### config.mk
export PLATFORM = sky130hd
export DESIGN_NAME = keypad_emulator_flat
export DESIGN_NICKNAME = d
export VERILOG_FILES = /design/src/rtl/keypad_emulator_pkg.sv /design/src/rtl/keypad_emulator_if.sv /design/src/rtl/keypad_bounce_lfsr.sv /design/src/rtl/keypad_emulator.sv /design/src/flat_wrapper.sv
export SDC_FILE = /design/constraint.sdc
export NUM_CORES = 1
export LEC_CHECK = 0
export ABC_AREA = 1
export CAP_MARGIN = 25
export CELL_PAD_IN_SITES_DETAIL_PLACEMENT = 1
export CELL_PAD_IN_SITES_GLOBAL_PLACEMENT = 2
export CORE_MARGIN = 1.5
export CORE_UTILIZATION = 28
export DETAILED_ROUTE_END_ITERATION = 16
export GPL_ROUTABILITY_DRIVEN = 0
export PLACE_DENSITY = 0.76
export SETUP_SLACK_MARGIN = 0.1
export SLEW_MARGIN = 20
export SYNTH_ARGS = -nofsm -noshare
export SYNTH_HDL_FRONTEND = slang
export SYNTH_SLANG_ARGS = --single-unit
### constraint.sdc
create_clock -name CLK -period 1.52 [get_ports CLK]
set_input_delay 0.228 -clock CLK [delete_from_list [all_inputs] [get_ports CLK]]
set_output_delay 0.228 -clock CLK [all_outputs]
set_load 0.005 [all_outputs]
### src/rtl/keypad_emulator_pkg.sv
// Shared definitions for the keypad emulator: key codes, FSM encodings and key-to-matrix lookup.
package keypad_emulator_pkg;

    localparam int unsigned KEY_W  = 4;
    localparam int unsigned RC_W   = 2;
    localparam int unsigned CNT_W  = 16;
    localparam int unsigned LFSR_W = 8;

    localparam logic [KEY_W-1:0] K_0    = 4'd0;
    localparam logic [KEY_W-1:0] K_1    = 4'd1;
    localparam logic [KEY_W-1:0] K_2    = 4'd2;
    localparam logic [KEY_W-1:0] K_3    = 4'd3;
    localparam logic [KEY_W-1:0] K_4    = 4'd4;
    localparam logic [KEY_W-1:0] K_5    = 4'd5;
    localparam logic [KEY_W-1:0] K_6    = 4'd6;
    localparam logic [KEY_W-1:0] K_7    = 4'd7;
    localparam logic [KEY_W-1:0] K_8    = 4'd8;
    localparam logic [KEY_W-1:0] K_9    = 4'd9;
    localparam logic [KEY_W-1:0] K_STAR = 4'd10;
    localparam logic [KEY_W-1:0] K_HASH = 4'd11;

    localparam logic [2:0] ST_IDLE    = 3'd0;
    localparam logic [2:0] ST_BNC_IN  = 3'd1;
    localparam logic [2:0] ST_HOLD    = 3'd2;
    localparam logic [2:0] ST_BNC_OUT = 3'd3;
    localparam logic [2:0] ST_GAP     = 3'd4;

    typedef struct packed {
        logic [RC_W-1:0] row;
        logic [RC_W-1:0] col;
    } key_pos_t;

    function automatic logic key_valid(input logic [KEY_W-1:0] key);
        return key <= K_HASH;
    endfunction

    // Matrix position of a key: R0={1,2,3} .. R3={*,0,#}, C0 leftmost.
    function automatic key_pos_t key_to_pos(input logic [KEY_W-1:0] key);
        key_pos_t p;
        p = '0;
        case (key)
            K_1:     p = '{row: 2'd0, col: 2'd0};
            K_2:     p = '{row: 2'd0, col: 2'd1};
            K_3:     p = '{row: 2'd0, col: 2'd2};
            K_4:     p = '{row: 2'd1, col: 2'd0};
            K_5:     p = '{row: 2'd1, col: 2'd1};
            K_6:     p = '{row: 2'd1, col: 2'd2};
            K_7:     p = '{row: 2'd2, col: 2'd0};
            K_8:     p = '{row: 2'd2, col: 2'd1};
            K_9:     p = '{row: 2'd2, col: 2'd2};
            K_STAR:  p = '{row: 2'd3, col: 2'd0};
            K_0:     p = '{row: 2'd3, col: 2'd1};
            K_HASH:  p = '{row: 2'd3, col: 2'd2};
            default: p = '0;
        endcase
        return p;
    endfunction

endpackage

### src/rtl/keypad_emulator_if.sv
// Column/row and command bundle between a keypad scanner (master) and the emulator (slave).
interface keypad_emulator_if;
    import keypad_emulator_pkg::*;

    logic [KEY_W-1:0] KEY;
    logic             PRESS;
    logic             C0, C1, C2;
    logic             R0, R1, R2, R3;
    logic             CONTACT;
    logic             BUSY;
    logic             DONE;
    logic             ERR;

    modport master (
        output KEY, PRESS, C0, C1, C2,
        input  R0, R1, R2, R3, CONTACT, BUSY, DONE, ERR
    );

    modport slave (
        input  KEY, PRESS, C0, C1, C2,
        output R0, R1, R2, R3, CONTACT, BUSY, DONE, ERR
    );

endinterface

### src/rtl/keypad_bounce_lfsr.sv
// 8-bit Fibonacci LFSR (taps 8,6,5,4) supplying contact chatter; advances only when EN is high.
module keypad_bounce_lfsr #(
    parameter logic [7:0] SEED = 8'hA5
) (
    input  logic       CLK,
    input  logic       RST,
    input  logic       EN,
    output logic [7:0] Q
);

    always_ff @(posedge CLK) begin
        if (RST) begin
            Q <= SEED;
        end else if (EN) begin
            Q <= {Q[6:0], Q[7] ^ Q[5] ^ Q[4] ^ Q[3]};
        end
    end

endmodule

### src/rtl/keypad_emulator.sv
// Key-side model of a 3x4 matrix keypad: plays one commanded key with press bounce, hold,
// release bounce and a release gap, returning rows combinationally from the scanner's columns.
module keypad_emulator
    import keypad_emulator_pkg::*;
#(
    parameter int unsigned BOUNCE_CYC = 8,
    parameter int unsigned HOLD_CYC   = 32,
    parameter int unsigned GAP_CYC    = 16,
    parameter logic [7:0]  LFSR_SEED  = 8'hA5
) (
    input  logic              CLK,
    input  logic              RST,
    keypad_emulator_if.slave  bus
);

    localparam bit               HAS_BNC   = (BOUNCE_CYC != 0);
    localparam logic [CNT_W-1:0] BNC_LOAD  = CNT_W'(BOUNCE_CYC - 1);
    localparam logic [CNT_W-1:0] HOLD_LOAD = CNT_W'(HOLD_CYC - 1);
    localparam logic [CNT_W-1:0] GAP_LOAD  = CNT_W'(GAP_CYC - 1);

    logic [2:0]        state_q, state_d;
    logic [CNT_W-1:0]  cnt_q, cnt_d;
    logic [RC_W-1:0]   row_q, row_d;
    logic [RC_W-1:0]   col_q, col_d;
    logic              contact_q, contact_d;
    logic              busy_q, busy_d;
    logic              done_q, done_d;
    logic              err_q, err_d;
    logic              bnc_d;
    key_pos_t          pos;
    logic [LFSR_W-1:0] lfsr_q;
    logic [LFSR_W-2:0] lfsr_unused;
    logic              col_drive;

    keypad_bounce_lfsr #(
        .SEED (LFSR_SEED)
    ) u_lfsr (
        .CLK (CLK),
        .RST (RST),
        .EN  (bnc_d),
        .Q   (lfsr_q)
    );

    // Only bit 0 models the chatter; the upper bits are pure LFSR state.
    assign lfsr_unused = lfsr_q[LFSR_W-1:1];

    // State, latched key and registered outputs.
    always_ff @(posedge CLK) begin
        if (RST) begin
            state_q   <= ST_IDLE;
            cnt_q     <= '0;
            row_q     <= '0;
            col_q     <= '0;
            contact_q <= 1'b0;
            busy_q    <= 1'b0;
            done_q    <= 1'b0;
            err_q     <= 1'b0;
        end else begin
            state_q   <= state_d;
            cnt_q     <= cnt_d;
            row_q     <= row_d;
            col_q     <= col_d;
            contact_q <= contact_d;
            busy_q    <= busy_d;
            done_q    <= done_d;
            err_q     <= err_d;
        end
    end

    // Next state plus output values derived from the state being entered, so the
    // first closure is visible right after the accepting edge.
    always_comb begin
        state_d = state_q;
        cnt_d   = cnt_q;
        row_d   = row_q;
        col_d   = col_q;
        err_d   = 1'b0;
        pos     = '0;
        case (state_q)
            ST_IDLE: begin
                if (bus.PRESS) begin
                    if (key_valid(bus.KEY)) begin
                        pos   = key_to_pos(bus.KEY);
                        row_d = pos.row;
                        col_d = pos.col;
                        if (HAS_BNC) begin
                            state_d = ST_BNC_IN;
                            cnt_d   = BNC_LOAD;
                        end else begin
                            state_d = ST_HOLD;
                            cnt_d   = HOLD_LOAD;
                        end
                    end else begin
                        err_d = 1'b1;
                    end
                end
            end
            ST_BNC_IN: begin
                if (cnt_q == '0) begin
                    state_d = ST_HOLD;
                    cnt_d   = HOLD_LOAD;
                end else begin
                    cnt_d = cnt_q - 1'b1;
                end
            end
            ST_HOLD: begin
                if (cnt_q == '0) begin
                    if (HAS_BNC) begin
                        state_d = ST_BNC_OUT;
                        cnt_d   = BNC_LOAD;
                    end else begin
                        state_d = ST_GAP;
                        cnt_d   = GAP_LOAD;
                    end
                end else begin
                    cnt_d = cnt_q - 1'b1;
                end
            end
            ST_BNC_OUT: begin
                if (cnt_q == '0) begin
                    state_d = ST_GAP;
                    cnt_d   = GAP_LOAD;
                end else begin
                    cnt_d = cnt_q - 1'b1;
                end
            end
            ST_GAP: begin
                if (cnt_q == '0) begin
                    state_d = ST_IDLE;
                    cnt_d   = '0;
                end else begin
                    cnt_d = cnt_q - 1'b1;
                end
            end
            default: begin
                state_d = ST_IDLE;
                cnt_d   = '0;
            end
        endcase

        bnc_d     = (state_d == ST_BNC_IN) || (state_d == ST_BNC_OUT);
        contact_d = (state_d == ST_HOLD) || (bnc_d && lfsr_q[0]);
        busy_d    = (state_d != ST_IDLE);
        done_d    = (state_d == ST_GAP) && (cnt_d == '0);
    end

    // Switch model: only the latched key's column can reach its row.
    always_comb begin
        case (col_q)
            2'd0:    col_drive = bus.C0;
            2'd1:    col_drive = bus.C1;
            2'd2:    col_drive = bus.C2;
            default: col_drive = 1'b0;
        endcase
    end

    assign bus.R0      = contact_q && col_drive && (row_q == 2'd0);
    assign bus.R1      = contact_q && col_drive && (row_q == 2'd1);
    assign bus.R2      = contact_q && col_drive && (row_q == 2'd2);
    assign bus.R3      = contact_q && col_drive && (row_q == 2'd3);
    assign bus.CONTACT = contact_q;
    assign bus.BUSY    = busy_q;
    assign bus.DONE    = done_q;
    assign bus.ERR     = err_q;

endmodule

### src/flat_wrapper.sv
// flat-port wrapper written by rule: the top's interface ports become plain ports
module keypad_emulator_flat import keypad_emulator_pkg::*;
#(
    parameter int unsigned BOUNCE_CYC = 8,
    parameter int unsigned HOLD_CYC   = 32,
    parameter int unsigned GAP_CYC    = 16,
    parameter logic [7:0]  LFSR_SEED  = 8'hA5
)
  (CLK, RST, bus_KEY, bus_PRESS, bus_C0, bus_C1, bus_C2, bus_R0, bus_R1, bus_R2, bus_R3, bus_CONTACT, bus_BUSY, bus_DONE, bus_ERR);
  keypad_emulator_if bus_i ();
  input  logic CLK;
  input  logic RST;
  input wire logic [$bits(bus_i.KEY)-1:0] bus_KEY;
  input wire logic [$bits(bus_i.PRESS)-1:0] bus_PRESS;
  input wire logic [$bits(bus_i.C0)-1:0] bus_C0;
  input wire logic [$bits(bus_i.C1)-1:0] bus_C1;
  input wire logic [$bits(bus_i.C2)-1:0] bus_C2;
  output wire logic [$bits(bus_i.R0)-1:0] bus_R0;
  output wire logic [$bits(bus_i.R1)-1:0] bus_R1;
  output wire logic [$bits(bus_i.R2)-1:0] bus_R2;
  output wire logic [$bits(bus_i.R3)-1:0] bus_R3;
  output wire logic [$bits(bus_i.CONTACT)-1:0] bus_CONTACT;
  output wire logic [$bits(bus_i.BUSY)-1:0] bus_BUSY;
  output wire logic [$bits(bus_i.DONE)-1:0] bus_DONE;
  output wire logic [$bits(bus_i.ERR)-1:0] bus_ERR;
  assign bus_i.KEY = bus_KEY;
  assign bus_i.PRESS = bus_PRESS;
  assign bus_i.C0 = bus_C0;
  assign bus_i.C1 = bus_C1;
  assign bus_i.C2 = bus_C2;
  assign bus_R0 = bus_i.R0;
  assign bus_R1 = bus_i.R1;
  assign bus_R2 = bus_i.R2;
  assign bus_R3 = bus_i.R3;
  assign bus_CONTACT = bus_i.CONTACT;
  assign bus_BUSY = bus_i.BUSY;
  assign bus_DONE = bus_i.DONE;
  assign bus_ERR = bus_i.ERR;
  keypad_emulator #(.BOUNCE_CYC(BOUNCE_CYC), .HOLD_CYC(HOLD_CYC), .GAP_CYC(GAP_CYC), .LFSR_SEED(LFSR_SEED)) u_core (.CLK(CLK), .RST(RST), .bus(bus_i));
endmodule
==> results of run 1 <==
stage by stage:
step           util [%]  setup WS [ns]  std cells
2_1_floorplan         -       -0.00304        317
3_3_place_gp       41.2         -0.449        495
3_5_place_dp       41.2         -0.513        495
4_1_cts            45.3         -0.223        513
5_1_grt            50.7         -0.304        525
6_report           50.7         -0.225        525
routing by layer:
layer  global-route usage, %  vias up  part of all wire, %
met5                       0        -                    0
met4                    6.06        0                  1.9
met3                    3.49       12                  2.4
met2                    35.0       25                   53
met1                    22.6     1179                   43
li1                        -     1231                    -
cell usage after synthesis, types with 3 or more instances:
master	n	area, um^2
o21ai_0	11	55.1
dfxtp_1	35	701
inv_1	31	116
nor2_4	3	33.8
xnor2_1	3	26.3
nor2_1	70	263
nand3_1	23	115
clkbuf_1	3	11.3
inv_2	5	18.8
nand2_2	4	25.0
a21oi_1	23	115
nor3_1	5	25.0
xor2_1	3	26.3
nor2_2	4	25.0
nand2_1	72	270
cell type report:
class | count | area, um^2
Fill cell | 874 | 3390
Sequential cell | 35 | 713
Timing Repair Buffer | 107 | 910
Multi-Input combinational cell | 241 | 1460
Inverter | 37 | 156
Timing Repair inverter | 1 | 8.76
Tap cell | 96 | 120
Clock buffer | 5 | 68.8
Clock inverter | 3 | 47.5
worst max-delay path by stage:
stage | endpoint | slack [ns] | cells past startpoint
after detailed placement | bus_R2 | -0.51 | 6
after floorplan | u_core.u_lfsr.Q[0]$_SDFFE_PP1N_ | -0.003 | 11
final | u_core.u_lfsr.Q[0]$_SDFFE_PP1N_ | -0.22 | 12
after global placement | bus_R1 | -0.45 | 6
after global routing | bus_R2 | -0.30 | 7
after CTS | bus_R2 | -0.22 | 7
what timing repair did:
action	in CTS	in global routing
gates cloned	0	2
resized for setup	52	82
pin swaps	8	22
setup endpoints to repair	35	39
setup buffers	11	10
critical path, cell delays in order (launching register included):
cell and delay, ns:
dfxtp_1 0.37, nor2_2 0.17, nand2_4 0.09, nor2_4 0.18, buf_6 0.15, nand2_8 0.06
buf_6 0.12, nand2_4 0.05, nand3b_4 0.10, nand2_8 0.12, clkinv_8 0.07, nand2_1 0.06
o211ai_1 0.09
registers in the layout, summed over array words and instances, names as in the netlist:
name and flops:
u_core.bus.ERR 1, u_core.u_lfsr.Q 8, u_core.state_q 3, u_core.col_q 2, u_core.cnt_q 16, u_core.bus.CONTACT 1, u_core.row_q 2, u_core.bus.BUSY 1
u_core.bus.DONE 1
cell families after synthesis:
family,Yosys count,share of synthesized area (%)
compound gates,45,12.5
xor+xnor,6,2.62
fa+ha+maj,1,0.623
buf+inv,42,8.60
flops,35,34.9
simple gates,188,40.7
==> results by group, run 1 <==
Timing
  – Worst slew margin: 69.8%
  – RSZ-0062 raised after global routing: yes
  – Final TNS setup: -2.76 ns
  – Hold Fails Final Rpt: 0
  – Final Setup Violations: 18
  – Clock skew: 0.00735 ns
  – Max Freq: 573 MHz
  – Tcrit/Tclk final: 115%
  – Post-route setup slack: -0.225 ns
  – Post-layout minimum cycle time: 1.74 ns
  – Final slew viol count: 0
  – Hold WS: slightly below 0.5 ns
  – Worst-Margin Slew: around 0.45 ns

Finish
  – Final Cell Area: 0.00348 mm^2
  – Commonest non-fill, non-tap cell in the layout: buf_4
  – # diodes: 0
  – Commonest non-fill, non-tap cells in the layout: 71 x buf_4, 56 x nand2_1, 47 x nor2_1
  – Nets: around 440
  – Layout cells sized above 1: a little under half
  – Synth-to-layout area growth: 73.6%

Flow run
  – Max Cap Viol: 0

Run status
  – Status: complete, but fails checks
  – Failing checks: setup timing

Floorplan
  – Die height: just under 90 um
  – Standard-cell rows: 30
  – Starting Density: around 29%
  – IO Pins: 18
  – Die ar.: ~0.0077 mm^2
  – Core area: ~0.007 mm^2
  – Die width: ~90 um

Placed design
  – Hpwl dp: just under 5000 um
  – # port buffers: 17
  – Placed instance area: roughly 0.0028 mm^2

Detailed routing
  – DR iter-0 viols: 94
  – Routed len/inst: around 14 um
  – Pre-antenna DRT Iters: 4
  – Via density: 4.66
  – DR vias: 2447
  – Routed Antenna Nets: 0
  – Final wirelength: approximately 7400 um
  – Residual DRC: 0

Synth
  – Most used DFF post-synth: dfxtp_1
  – YS warnings: 0
  – Mapped Area: between 0.002 and 0.0025 mm^2
  – Yosys reg bits: 35
  – EDFF count, synth: 0
  – Post-synth ARST share: 0%
  – Post-Syn Nets: around 330
  – Cell variety after synth: 31
  – Syn Area/Cell: 6.33 um^2
  – Seq/Total Area, Yosys: between 30% and 40%
  – Post-Synthesis Cells: ~320

Global route
  – Grt ovf: 0
  – First-pass GRT wire length: between 10000 and 15000 um
  – Largest net degree at the start of global routing: 15
  – Tot GR Track Use: 19.2%
  – Vias in the first global route: 2497
  – Antenna violations before repair: 0

Clock tree
  – Clock Latency Late Sink: approximately 0.3 ns
  – Root Buffer: clkbuf_8
  – Worst-path clk slew: roughly 0.080 ns
  – Num Clock Sinks: 35
  – CTS tree: built
  – Hold buffer count at CTS: 0
  – CTS Buffer Depth: 2
  – Htree depth: 2
  – Num CTS Buffers: 5

Setup path
  – Crit path launch type: flip-flop
  – Required @ worst endpoint: 1.70 ns
  – Reg2Reg Capture Point: u_core.u_lfsr.Q[0]$_SDFFE_PP1N_
  – Critical Path Source: u_core.cnt_q[3]$_SDFF_PP0_
  – Crit path capture type: flip-flop
  – CP Class: reg2reg
  – Reg2reg start: u_core.cnt_q[3]$_SDFF_PP0_
  – Reg-to-reg slack, setup: -0.22 ns
  – CP arrival: between 1.5 and 2 ns
  – Largest fanout on the critical path: 7
  – Reg2Reg Depth: 12

Worst hold path
  – Hold Path Origin: u_core.u_lfsr.Q[6]$_SDFFE_PP0N_
  – Hold Crit Endpoint: u_core.u_lfsr.Q[7]$_SDFFE_PP1N_
  – Worst hold path type: reg2reg
  – Hold path depth: 2
Power of run 1 is not shown: default switching activity piles up to over one toggle a cycle in this logic, so the estimate is an artifact.
==> run 2, diff against run 1 <==
Settings changed: SLEW_MARGIN 20 to 10.
==> results of run 2 <==
The final DEF is identical to that of run 1; final timing and power are the same.
Power of run 2 is left out for the same reason.
